==> src/rtl/usb_rx_pkg.sv <==
// Shared constants for the USB receive bit datapath.
// Optional build macro RX_STUFF_ERR_EN is consumed by the modules that import this package.
package usb_rx_pkg;

    localparam int unsigned STUFF_LIMIT = 6;
    localparam logic        J_IDLE      = 1'b1;
    localparam int unsigned W_DEFAULT   = 8;
    localparam int unsigned ONES_CNT_W  = $clog2(STUFF_LIMIT + 1);

    // Bit-counter width for a W-bit word; never narrower than one bit.
    function automatic int unsigned bit_cnt_w(input int unsigned w);
        return (w > 1) ? $clog2(w) : 1;
    endfunction

endpackage

==> src/rtl/usb_rx_unstuff.sv <==
// Stage 2: counts consecutive decoded ones and drops the bit following six of them.
// With RX_STUFF_ERR_EN defined, a 1 in a stuffed slot is flagged on ust_err_o.
module usb_rx_unstuff
    import usb_rx_pkg::*;
(
    input  logic clk_480mhz,
    input  logic rst,
    input  logic dec_bit_i,
    input  logic dec_valid_i,
    output logic ust_bit_o,
    output logic ust_valid_o,
`ifdef RX_STUFF_ERR_EN
    output logic ust_err_o,
`endif
    output logic ust_abort_o
);

    logic [ONES_CNT_W-1:0] ones_q, ones_d;
    logic                  bit_q, bit_d;
    logic                  valid_q, valid_d;
    logic                  abort_q, abort_d;
`ifdef RX_STUFF_ERR_EN
    logic                  err_q, err_d;
`endif

    always_comb begin
        ones_d  = ones_q;
        bit_d   = dec_bit_i;
        valid_d = 1'b0;
        abort_d = ~dec_valid_i;
`ifdef RX_STUFF_ERR_EN
        err_d   = 1'b0;
`endif
        if (!dec_valid_i) begin
            ones_d = '0;
        end else if (ones_q == ONES_CNT_W'(STUFF_LIMIT)) begin
            // Stuffed slot: never forwarded.
            ones_d = '0;
`ifdef RX_STUFF_ERR_EN
            err_d  = dec_bit_i;
`endif
        end else begin
            valid_d = 1'b1;
            ones_d  = dec_bit_i ? ones_q + 1'b1 : '0;
        end
    end

    always_ff @(posedge clk_480mhz) begin
        if (rst) begin
            ones_q  <= '0;
            bit_q   <= 1'b0;
            valid_q <= 1'b0;
            abort_q <= 1'b0;
`ifdef RX_STUFF_ERR_EN
            err_q   <= 1'b0;
`endif
        end else begin
            ones_q  <= ones_d;
            bit_q   <= bit_d;
            valid_q <= valid_d;
            abort_q <= abort_d;
`ifdef RX_STUFF_ERR_EN
            err_q   <= err_d;
`endif
        end
    end

    assign ust_bit_o   = bit_q;
    assign ust_valid_o = valid_q;
    assign ust_abort_o = abort_q;
`ifdef RX_STUFF_ERR_EN
    assign ust_err_o   = err_q;
`endif

endmodule

==> src/rtl/usb_rx_bit_datapath.sv <==
// USB RX bit datapath: NRZI decode, bit unstuffing and LSB-first word assembly.
// Define RX_STUFF_ERR_EN to add the rx_stuff_err_o output and discard words on stuff errors.
module usb_rx_bit_datapath
    import usb_rx_pkg::*;
#(
    parameter int unsigned W = W_DEFAULT
) (
    input  logic         clk_480mhz,
    input  logic         rst,
    input  logic         dp_in_i,
    input  logic         en_i,
    output logic [W-1:0] rx_data_o,
`ifdef RX_STUFF_ERR_EN
    output logic         rx_stuff_err_o,
`endif
    output logic         rx_valid_o
);

    localparam int unsigned CntW = bit_cnt_w(W);

    // Stage 1: NRZI decode; the line history tracks dp_in even while idle.
    logic prev_line_q, dec_bit_q, dec_valid_q;

    always_ff @(posedge clk_480mhz) begin
        if (rst) begin
            prev_line_q <= J_IDLE;
            dec_bit_q   <= 1'b0;
            dec_valid_q <= 1'b0;
        end else begin
            prev_line_q <= dp_in_i;
            dec_bit_q   <= ~(dp_in_i ^ prev_line_q);
            dec_valid_q <= en_i;
        end
    end

    // Stage 2: unstuffer.
    logic ust_bit, ust_valid, ust_abort;
`ifdef RX_STUFF_ERR_EN
    logic ust_err;
`endif

    usb_rx_unstuff u_unstuff (
        .clk_480mhz  (clk_480mhz),
        .rst         (rst),
        .dec_bit_i   (dec_bit_q),
        .dec_valid_i (dec_valid_q),
        .ust_bit_o   (ust_bit),
        .ust_valid_o (ust_valid),
`ifdef RX_STUFF_ERR_EN
        .ust_err_o   (ust_err),
`endif
        .ust_abort_o (ust_abort)
    );

    // Stage 3: shift and word hold.
    logic [W-1:0]    shift_q, shift_d;
    logic [CntW-1:0] cnt_q, cnt_d;
    logic [W-1:0]    data_q, data_d;
    logic            valid_q, valid_d;
`ifdef RX_STUFF_ERR_EN
    logic            err_q, err_d;
`endif

    always_comb begin
        shift_d = shift_q;
        cnt_d   = cnt_q;
        data_d  = data_q;
        valid_d = 1'b0;
`ifdef RX_STUFF_ERR_EN
        err_d   = 1'b0;
`endif
        if (ust_abort) begin
            cnt_d = '0;
`ifdef RX_STUFF_ERR_EN
        end else if (ust_err) begin
            cnt_d = '0;
            err_d = 1'b1;
`endif
        end else if (ust_valid) begin
            shift_d = {ust_bit, shift_q[W-1:1]};
            if (cnt_q == CntW'(W - 1)) begin
                data_d  = shift_d;
                valid_d = 1'b1;
                cnt_d   = '0;
            end else begin
                cnt_d = cnt_q + 1'b1;
            end
        end
    end

    always_ff @(posedge clk_480mhz) begin
        if (rst) begin
            shift_q <= '0;
            cnt_q   <= '0;
            data_q  <= '0;
            valid_q <= 1'b0;
`ifdef RX_STUFF_ERR_EN
            err_q   <= 1'b0;
`endif
        end else begin
            shift_q <= shift_d;
            cnt_q   <= cnt_d;
            data_q  <= data_d;
            valid_q <= valid_d;
`ifdef RX_STUFF_ERR_EN
            err_q   <= err_d;
`endif
        end
    end

    assign rx_data_o  = data_q;
    assign rx_valid_o = valid_q;
`ifdef RX_STUFF_ERR_EN
    assign rx_stuff_err_o = err_q;
`endif

endmodule

==> config.mk <==
export PLATFORM = sky130hd
export DESIGN_NAME = usb_rx_bit_datapath
export DESIGN_NICKNAME = d
export VERILOG_FILES = /design/src/rtl/usb_rx_pkg.sv /design/src/rtl/usb_rx_unstuff.sv /design/src/rtl/usb_rx_bit_datapath.sv
export SDC_FILE = /design/constraint.sdc
export NUM_CORES = 1
export LEC_CHECK = 0
export CORE_ASPECT_RATIO = 0.75
export CORE_MARGIN = 10
export CORE_UTILIZATION = 56
export DETAILED_ROUTE_END_ITERATION = 7
export HOLD_SLACK_MARGIN = 0.06
export PLACE_DENSITY_LB_ADDON = 0.1
export REMOVE_ABC_BUFFERS = 1
export SETUP_SLACK_MARGIN = 0.5
export SLEW_MARGIN = 30
export SYNTH_ARGS = -nofsm -noshare
export SYNTH_HDL_FRONTEND = slang
export SYNTH_SLANG_ARGS = --single-unit
==> constraint.sdc <==
create_clock -name clk_480mhz -period 2.2 [get_ports clk_480mhz]
set_clock_uncertainty 0.2 [all_clocks]
set_input_delay 0.44 -clock clk_480mhz [delete_from_list [all_inputs] [get_ports clk_480mhz]]
set_output_delay 0.44 -clock clk_480mhz [all_outputs]
set_load 0.01 [all_outputs]
# Word level (Yosys, flattened, before mapping)
# Index checks and enable logic that the tools add are counted.
totals:
  reg_bits: 29
  inputBits: 4
  out_inout_bits: 9
classes:
  n_addsub: 2
  eq_ne: 2
  muxes: 3
  bitwise_logic: 6
  n_reduce_logical: 6
op_table:
  columns: ["operator", "count"]
  rows:
  - ["adder 3 x 1 -> 3 bit, second input constant", 2]
  - ["equality test 3 bit, second input constant", 2]
  - ["inverter 1 bit", 5]
  - ["OR reduction 2 bit", 2]
  - ["OR reduction 4 bit", 1]
  - ["two-way mux 3 bit", 1]
  - ["AND reduction 3 bit", 1]
  - ["OR reduction 3 bit", 1]
  - ["two-way mux 1 bit", 2]
  - ["AND reduction 2 bit", 1]
  - ["bitwise XOR 1 bit", 1]

# Depth between registers and ports, before layout
# Gate-level depths: netlist of the first run.
logic_depth:
  ltp_word: 2
  depth_mapped: 6
  mapped_depth_nobuf: 5

# By module
# Synthesis of the first run repeated with hierarchy kept, for this count alone.
hier_totals:
  cells_unflattened: 111
  hier_area_um2: 1054.8
modules_own_cells:
  columns: ["mod", "instances", "cells_per_inst", "area_per_inst_um2", "seq_area_each_um2"]
  rows:
  - ["usb_rx_bit_datapath", 1, 91, 835.8, 440.4]
  - ["usb_rx_unstuff", 1, 20, 219.0, 120.1]

# Worst setup path after synthesis of the first run
# No wires, ideal clock.
synth_path:
  path_type: "flip-flop to flip-flop"
  start: "register cnt_q[0]"
  end: "register data_q[0], in the netlist rx_data_o[0]"
  setup_time_ns: 0.123
  arrival_ns: 1.118
  required_ns: 1.877
  setup_slack_ns: 0.759
  stages_incl_launch_ff: 7
  path_buffers: 1
  synth_period_minus_slack_ns: 1.441
  path_cell_list: "dfxtp_1 -> ha_1 -> ha_1 -> and3b_1 -> buf_6 -> nand2_1 -> a21oi_2"
synth_via:
  elab_chain_cells: 2
synth_rtl:
  columns: ["item", "line_no", "source"]
  rows:
  - ["start: declaration", "usb_rx_bit_datapath.sv:57", "logic [CntW-1:0] cnt_q, cnt_d;"]
  - ["start signal: assignment", "usb_rx_bit_datapath.sv:102", "cnt_q <= cnt_d;"]
  - ["equality test 3 bit", "usb_rx_bit_datapath.sv:81", "if (cnt_q == CntW'(W - 1)) begin"]
  - ["AND reduction 3 bit (no source line)", null, null]
  - ["end signal: assignment", "usb_rx_bit_datapath.sv:103", "data_q <= data_d;"]
  - ["end: declaration", "usb_rx_bit_datapath.sv:58", "logic [W-1:0] data_q, data_d;"]
# Every way passes these cells.
# A chain may end at the register's enable or synchronous reset.

# Final worst setup path of the first run
layout_path:
  start: "register data_q[2], in the netlist rx_data_o[2]"
  end: "output port rx_data_o[2]"
layout_rtl:
  columns: ["item", "line_no", "source"]
  rows:
  - ["end: declaration", "usb_rx_bit_datapath.sv:12", "output logic [W-1:0] rx_data_o,"]
# No word-level cell between the ends.

==> Flow_metrics.wiki, run 1 <==
{| class="wikitable"
! Metric !! Value
|-
| Outcome || finished clean
|-
| Floorplan core area || 1770 um^2
|-
| TritonCTS clock tree || done
|-
| Synthesized-area fraction occupied by xor and xnor cells || 0.824%
|-
| Number of post-CTS setup repair buffers || 0
|-
| Fraction of synthesized area in multiplexers || 8.47%
|-
| Category of the worst setup path capture point || output pin
|-
| Headroom to the max-slew limit || 81.9%
|-
| Syn Std Cell Area || 1060 um^2
|-
| Floorplan row count || 13
|-
| Number of warnings printed during yosys synthesis || 0
|-
| Count of final setup violators || 0
|-
| Placed cell areas || 1180 um^2
|-
| Initial antenna violation count || 0
|-
| Area used by sequential logic in the layout || 561 um^2
|-
| Cell type contributing the most total cell area after synthesis || dfxtp_1
|-
| Antenna diode count || 0
|-
| Post-CTS sizing || 9
|-
| Summed negative setup slack over all endpoints || 0 ns
|-
| Slew at the pin with the worst max-slew slack || 0.272 ns
|-
| Root buffer selected by CTS || clkbuf_4
|-
| Register area share after synthesis || 52.7%
|-
| Antenna-violating nets left || 0
|-
| CTS Hold Buffers Added || 0
|-
| Synthesized area per cell || 10.1 um^2
|-
| Via count of the first global-routing pass || 674
|-
| Number of maximum-capacitance violations || 0
|-
| Min cycle time layout || 1.59 ns
|-
| Total non-filler cell area in the finished layout || 1200 um^2
|-
| R2R Path Start || cnt_q[0]
|-
| Capture point of the worst reg-to-reg path || rx_data_o[3]
|-
| Synthesized-area fraction occupied by ao, oa, aoi and oai cells || 7.53%
|-
| P_leak || 0.486 nW
|-
| Wire length after detailed routing || 1.70 mm
|-
| Io pins || 13
|-
| R2R Setup Slk || 0.65 ns
|-
| Port Buffer Count || 12
|-
| Arrival time of data at the critical path endpoint || 0.95 ns
|-
| Number of cells traversed by the worst register-to-register path || 5
|-
| Total die area || 4060 um^2
|-
| Insertion delay to the later sink of the worst-skew pair || 0.32 ns
|-
| Number of nets in the finished design || 126
|-
| Clock transition at the registers of the reported paths || 0.14 ns
|-
| Combinational family with the most area after synthesis || simple AND/OR/NAND/NOR gates
|-
| Buf+Inv Stages, Crit Path || 1
|-
| Delay of the slowest critical-path stage || 0.35 ns
|-
| Family with the most delay on the worst path || flip-flops
|-
| Worst Hold Margin || 0.266 ns
|-
| Commonest cells after routing, fill and taps aside || dfxtp_1 (28), nand2_1 (19), nor2_1 (12)
|-
| Total power || 0.796 mW
|-
| Fraction of final layout cells with drive strength greater than 1 || 15.4%
|-
| HP Start || u_unstuff.ones_q[0]
|-
| CP required || 1.56 ns
|-
| Vertical die dimension || 57.7 um
|-
| Fraction of the mapped netlist area in adder cells || 4.71%
|-
| Remaining design rule violation count || 0
|-
| Cells along the critical path || dlygate4sd2_1
|-
| Type of the setup path with the least slack || reg2out
|-
| Area fraction of the dominant cell type after synthesis || 52.7%
|-
| Via count of the routed design || 680
|-
| Largest fanout on the critical path || 2
|-
| DR vias/cell || 4.89
|-
| Worst ir drop on vdd || 697 uV
|-
| Number of buffers added by the clock tree synthesis step || 3
|-
| Worst Slack Setup Final || 0.605 ns
|-
| Starting density of the core || 60.0%
|-
| Number of pins with negative max-slew slack in the final report || 0
|-
| Number of distinct library cells after synthesis || 23
|-
| Fill cell total of the finished layout || 155
|-
| Total iterations of the first detailed-routing run || 3
|-
| Multi-input logic area || 454 um^2
|-
| Die extent in x || 70.3 um
|-
| Hold EP || u_unstuff.ones_q[0]
|-
| Global-route wire length before repair || 3.15 mm
|-
| Fmax achieved || 627 MHz
|-
| Signed area change from the synthesized netlist to the final layout || 13.1%
|-
| Total global routing track utilization || 9.06%
|-
| Largest cells by area after synthesis || dfxtp_1 (53%), mux2i_1 (8.5%), nand2_1 (6.7%)
|-
| Number of H-tree levels || 1
|-
| Cell count after synthesis || 105
|-
| Maximum number of pins on one net before global-route repair || 21
|-
| Final routed wire length divided by cell count || 12.2 um
|-
| Critical Path Start Type || flip-flop
|-
| Dpl ws || 0.461 ns
|-
| Initial detailed-routing violation count || 29
|-
| Critical path's slowest cell || dfxtp_1
|-
| Areal power density over the cells || 662 nW/um^2
|-
| Setup repair after global routing missed its margin || no
|-
| Number of instances on the worst hold path || 1
|-
| Area share of and/or/nand/nor cells after synthesis || 21.1%
|-
| Overall overflow remaining after global route || 0
|-
| Final hold violation count || 0
|-
| Portion of the clock cycle consumed by the worst path in the final layout || 72.5%
|-
| Routability congestion estimate || 0.696
|-
| Most frequent standard cell in the layout excluding fill and tap cells || dfxtp_1
|-
| # clock sinks || 28
|-
| Detail Placement HPWL || 1.26 mm
|-
| Number of buffers between clock root and the deepest sink || 2
|-
| Flop and latch count out of synthesis || 28
|-
| Hold Path Class || reg2reg
|}
==> flip-flops by register name (all words and copies together) (netlist names) <==
signal	cells
rx_data_o	8
shift_q	7
cnt_q	3
u_unstuff.ones_q	3
dec_bit_q	1
dec_valid_q	1
prev_line_q	1
rx_valid_o	1
u_unstuff.ust_abort_o	1
u_unstuff.ust_bit_o	1
u_unstuff.ust_valid_o	1
==> area by class of cell <==
| type | instances | share of cell area (%) |
|---|---|---|
| clock buffer | 4 | 3.02 |
| inverter | 2 | 0.624 |
| multi-input combinational | 70 | 37.8 |
| sequential | 28 | 46.6 |
| tap | 22 | 2.29 |
| timing repair buffer | 13 | 9.68 |
==> cells by family (layout without fill, tap and decap cells) <==
family | after synthesis | in the layout
muxes | 9 | 9
and+or+nand+nor | 46 | 46
adders and majority gates | 4 | 4
DFF | 28 | 28
buffers and inverters | 7 | 19
xor gates and xnor gates | 1 | 1
AOI/OAI and AO/OA | 10 | 10
==> cell usage after synthesis (all sizes together) <==
cell type,n
buf,4
dfxtp,28
and3b,2
or2,1
nor3,4
ha,4
mux2i,9
nand2b,1
nor2,12
inv,2
nand3b,1
nand3,1
a21oi,10
and3,1
nand2,19
nor3b,1
clkbuf,1
nor2b,3
xor2,1
==> routing by layer <==
layer / GRT usage (%) / wire, um / vias to the layer above
met3: 4.59 / 120 / 2
met1: 11.3 / 847 / 300
met5: 0 / 0 / -
met4: 0.843 / 12 / 0
met2: 14.2 / 719 / 12
li1: - / - / 366
==> per-stage QoR <==
stage | std cells | utilization, %
floorplan | 100 | -
global placement | 135 | 66.3
detailed placement | 135 | 66.3
CTS | 139 | 67.7
global route | 139 | 67.8
finish | 139 | 67.8
==> where the power goes <==
| part | total, mW | leakage [nW] | switching, mW | internal (mW) |
|---|---|---|---|---|
| sequential | 0.522 | 0.227 | 0.00718 | 0.515 |
| combinational | 0.0289 | 0.238 | 0.0146 | 0.0143 |
| clock | 0.245 | 0.0210 | 0.144 | 0.101 |
==> worst max path at each step <==
stage / cells after the start / slack (ns) / end / from
after floorplan: 5 / 0.79 / rx_data_o[0] / cnt_q[0]
after global placement: 3 / 0.51 / cnt_q[1] / rst
final: 1 / 0.61 / rx_data_o[2] / rx_data_o[2]
after detailed placement: 3 / 0.46 / rx_valid_o / rst
after global routing: 5 / 0.53 / rx_data_o[7] / cnt_q[0]
after CTS: 5 / 0.56 / rx_data_o[3] / cnt_q[0]
No activity file was read; power rests on OpenSTA's default activity.
==> run 2: changes to the inputs <==
- CORE_UTILIZATION: 56 -> 52
- clock period: 2.2 -> 1.62 ns (I/O delays scaled with it)
==> run 2 against run 1 <==
Sequential power increased by 36%; die area increased by 5.2%; first-iteration DRC count decreased by 52%; final cell count increased by 6.5%; sequential cell count unchanged; combinational power increased by 86%; highest routed layer unchanged.
==> Flow_metrics.wiki, run 2 (synthesized netlist as in run 1, its figures left out) <==
{| class="wikitable"
! Metric !! Value
|-
| Outcome || finished clean
|-
| DR vias/cell || 4.94
|-
| Antenna-violating nets left || 0
|-
| Hold Path Class || in2reg
|-
| Largest register FFs || 8
|-
| Detail Placement HPWL || 1.38 mm
|-
| Logic pwr share || 4.4%
|-
| Fraction of final layout cells with drive strength greater than 1 || 51.6%
|-
| Dpl cells || 138
|-
| Global-route wire length before repair || 3.23 mm
|-
| Maximum number of pins on one net before global-route repair || 20
|-
| Port Buffer Count || 12
|-
| Number of pins with negative max-slew slack in the final report || 0
|-
| Initial antenna violation count || 0
|-
| Headroom to the max-slew limit || 81.9%
|-
| Worst ir drop on vdd || 671 uV
|-
| Number of nets in the finished design || 133
|-
| Commonest cells after routing, fill and taps aside || dfxtp_1 (15), nand2_1 (12), dfxtp_2 (12)
|-
| Portion of the clock cycle consumed by the worst path in the final layout || 89.1%
|-
| Area used by sequential logic in the layout || 579 um^2
|-
| Number of H-tree levels || 1
|-
| Vertical die dimension || 59.2 um
|-
| Post-layout util || 71.8%
|-
| Total global routing track utilization || 9.31%
|-
| Total die area || 4270 um^2
|-
| Initial detailed-routing violation count || 14
|-
| Most frequent standard cell in the layout excluding fill and tap cells || dfxtp_1
|-
| Final hold violation count || 0
|-
| Min cycle time layout || 1.44 ns
|-
| Via count of the routed design || 731
|-
| Count of final setup violators || 0
|-
| Signed area change from the synthesized netlist to the final layout || 33.6%
|-
| Fill cell total of the finished layout || 143
|-
| Antenna diode count || 0
|-
| Number of buffers between clock root and the deepest sink || 2
|-
| Category of the worst setup path capture point || flip-flop
|-
| Remaining design rule violation count || 0
|-
| Io pins || 13
|-
| Global routing usage on met1 || 11.2%
|-
| Number of maximum-capacitance violations || 0
|-
| Final Instance Count excl. Fillers || 148
|-
| Starting density of the core || 53.7%
|-
| Via count of the first global-routing pass || 717
|-
| Areal power density over the cells || 854 nW/um^2
|-
| Proportion of power drawn by flip-flops and latches || 58.4%
|-
| Root buffer selected by CTS || clkbuf_4
|-
| Floorplan row count || 14
|-
| Summed negative setup slack over all endpoints || 0 ns
|-
| Arrival time of data at the critical path endpoint || 1.52 ns
|-
| Slew at the pin with the worst max-slew slack || 0.271 ns
|-
| Clock transition at the registers of the reported paths || 0.14 ns
|-
| Switching Share || 19.5%
|-
| Met3 track demand over resource in global routing || 4.69%
|-
| Insertion delay to the later sink of the worst-skew pair || 0.33 ns
|-
| Overall overflow remaining after global route || 0
|-
| Total iterations of the first detailed-routing run || 2
|-
| CP required || 1.70 ns
|-
| Largest fanout on the critical path || 8
|-
| Setup repair after global routing missed its margin || yes
|-
| Internal Pwr Total || 0.977 mW
|-
| Met2 Use GR || 14.3%
|-
| Net switching power || 0.237 mW
|-
| Die extent in x || 72.2 um
|-
| Type of the setup path with the least slack || reg2reg
|-
| # clock sinks || 28
|-
| Floorplan core area || 1980 um^2
|-
| Most Crowded Layer GR || met2
|-
| Part of the power in the clock network || 37.2%
|-
| Critical Path Start Type || flip-flop
|-
| P_leak || 0.534 nW
|-
| TritonCTS clock tree || done
|-
| Final routed wire length divided by cell count || 12.9 um
|-
| Number of buffers added by the clock tree synthesis step || 3
|-
| Fmax achieved || 692 MHz
|-
| Routability congestion estimate || 0.705
|-
| Wire length after detailed routing || 1.91 mm
|-
| Worst Hold Margin || 0.235 ns
|-
| Multi-input logic area || 549 um^2
|}
==> run 2: cell count changes in the layout (fill, tap and decap cells not counted), sizes merged <==
cell / change
buf: +14
dlygate4sd2: -8
clkdlybuf4s15: +2
bufinv: +1
clkbuf: -1
clkdlybuf4s50: -1
==> run 2: timing repair <==
action	CTS	global route
hold buffers	0	0
endpoints found under the hold margin	0	0
gates resized for setup	68	11
endpoints found under the setup margin	31	31
buffers inserted	3	3
pin swaps	6	6
==> run 2: area by class of cell <==
class | count | share of cell area [%]
flip-flops and latches | 28 | 40.8
multi-input cells | 70 | 38.6
repair buffers | 20 | 14.3
clock inverters | 1 | 2.11
well taps | 24 | 2.11
clock buffers | 3 | 1.58
inverters | 2 | 0.528
==> run 2: final timing paths <==
kind         startpoint                  end  slack (ns)  depth (start not counted)
max            cnt_q[0]         rx_data_o[1]        0.18                          5
min reg2reg  shift_q[1]         rx_data_o[0]        0.27                          2
max reg2reg    cnt_q[0]         rx_data_o[1]        0.18                          5
min                 rst  u_unstuff.ust_bit_o        0.24                          2
==> run 2: metal layers <==
layer	routed length, um	part of all wire, %
met5	0	0
met4	7	0.37
met3	136	7.1
met2	849	45
met1	914	48
==> run 2: per-stage QoR <==
stage | area [um^2] | worst slack [ns] | power (mW)
2_1_floorplan | 1020 | 0.213 | 0.740
3_3_place_gp | 1200 | 0.0886 | 0.769
3_5_place_dp | 1200 | 0.0181 | 0.771
4_1_cts | 1370 | 0.173 | 1.21
5_1_grt | 1420 | 0.101 | 1.25
6_report | 1420 | 0.176 | 1.21
==> run 2: power groups by stage <==
stage	Clock (mW)	Sequential (mW)	Combinational, mW
5_1_grt	0.483	0.711	0.0592
2_1_floorplan	0	0.722	0.0179
4_1_cts	0.456	0.708	0.0508
3_5_place_dp	0	0.725	0.0464
3_3_place_gp	0	0.724	0.0454
6_report	0.452	0.709	0.0538
==> run 2: worst max-delay path, cell delays in order (launching register included) <==
cell,delay [ns]
dfxtp_2,0.39
ha_4,0.14
ha_4,0.15
and3b_2,0.31
nand2_1,0.10
a21oi_2,0.11
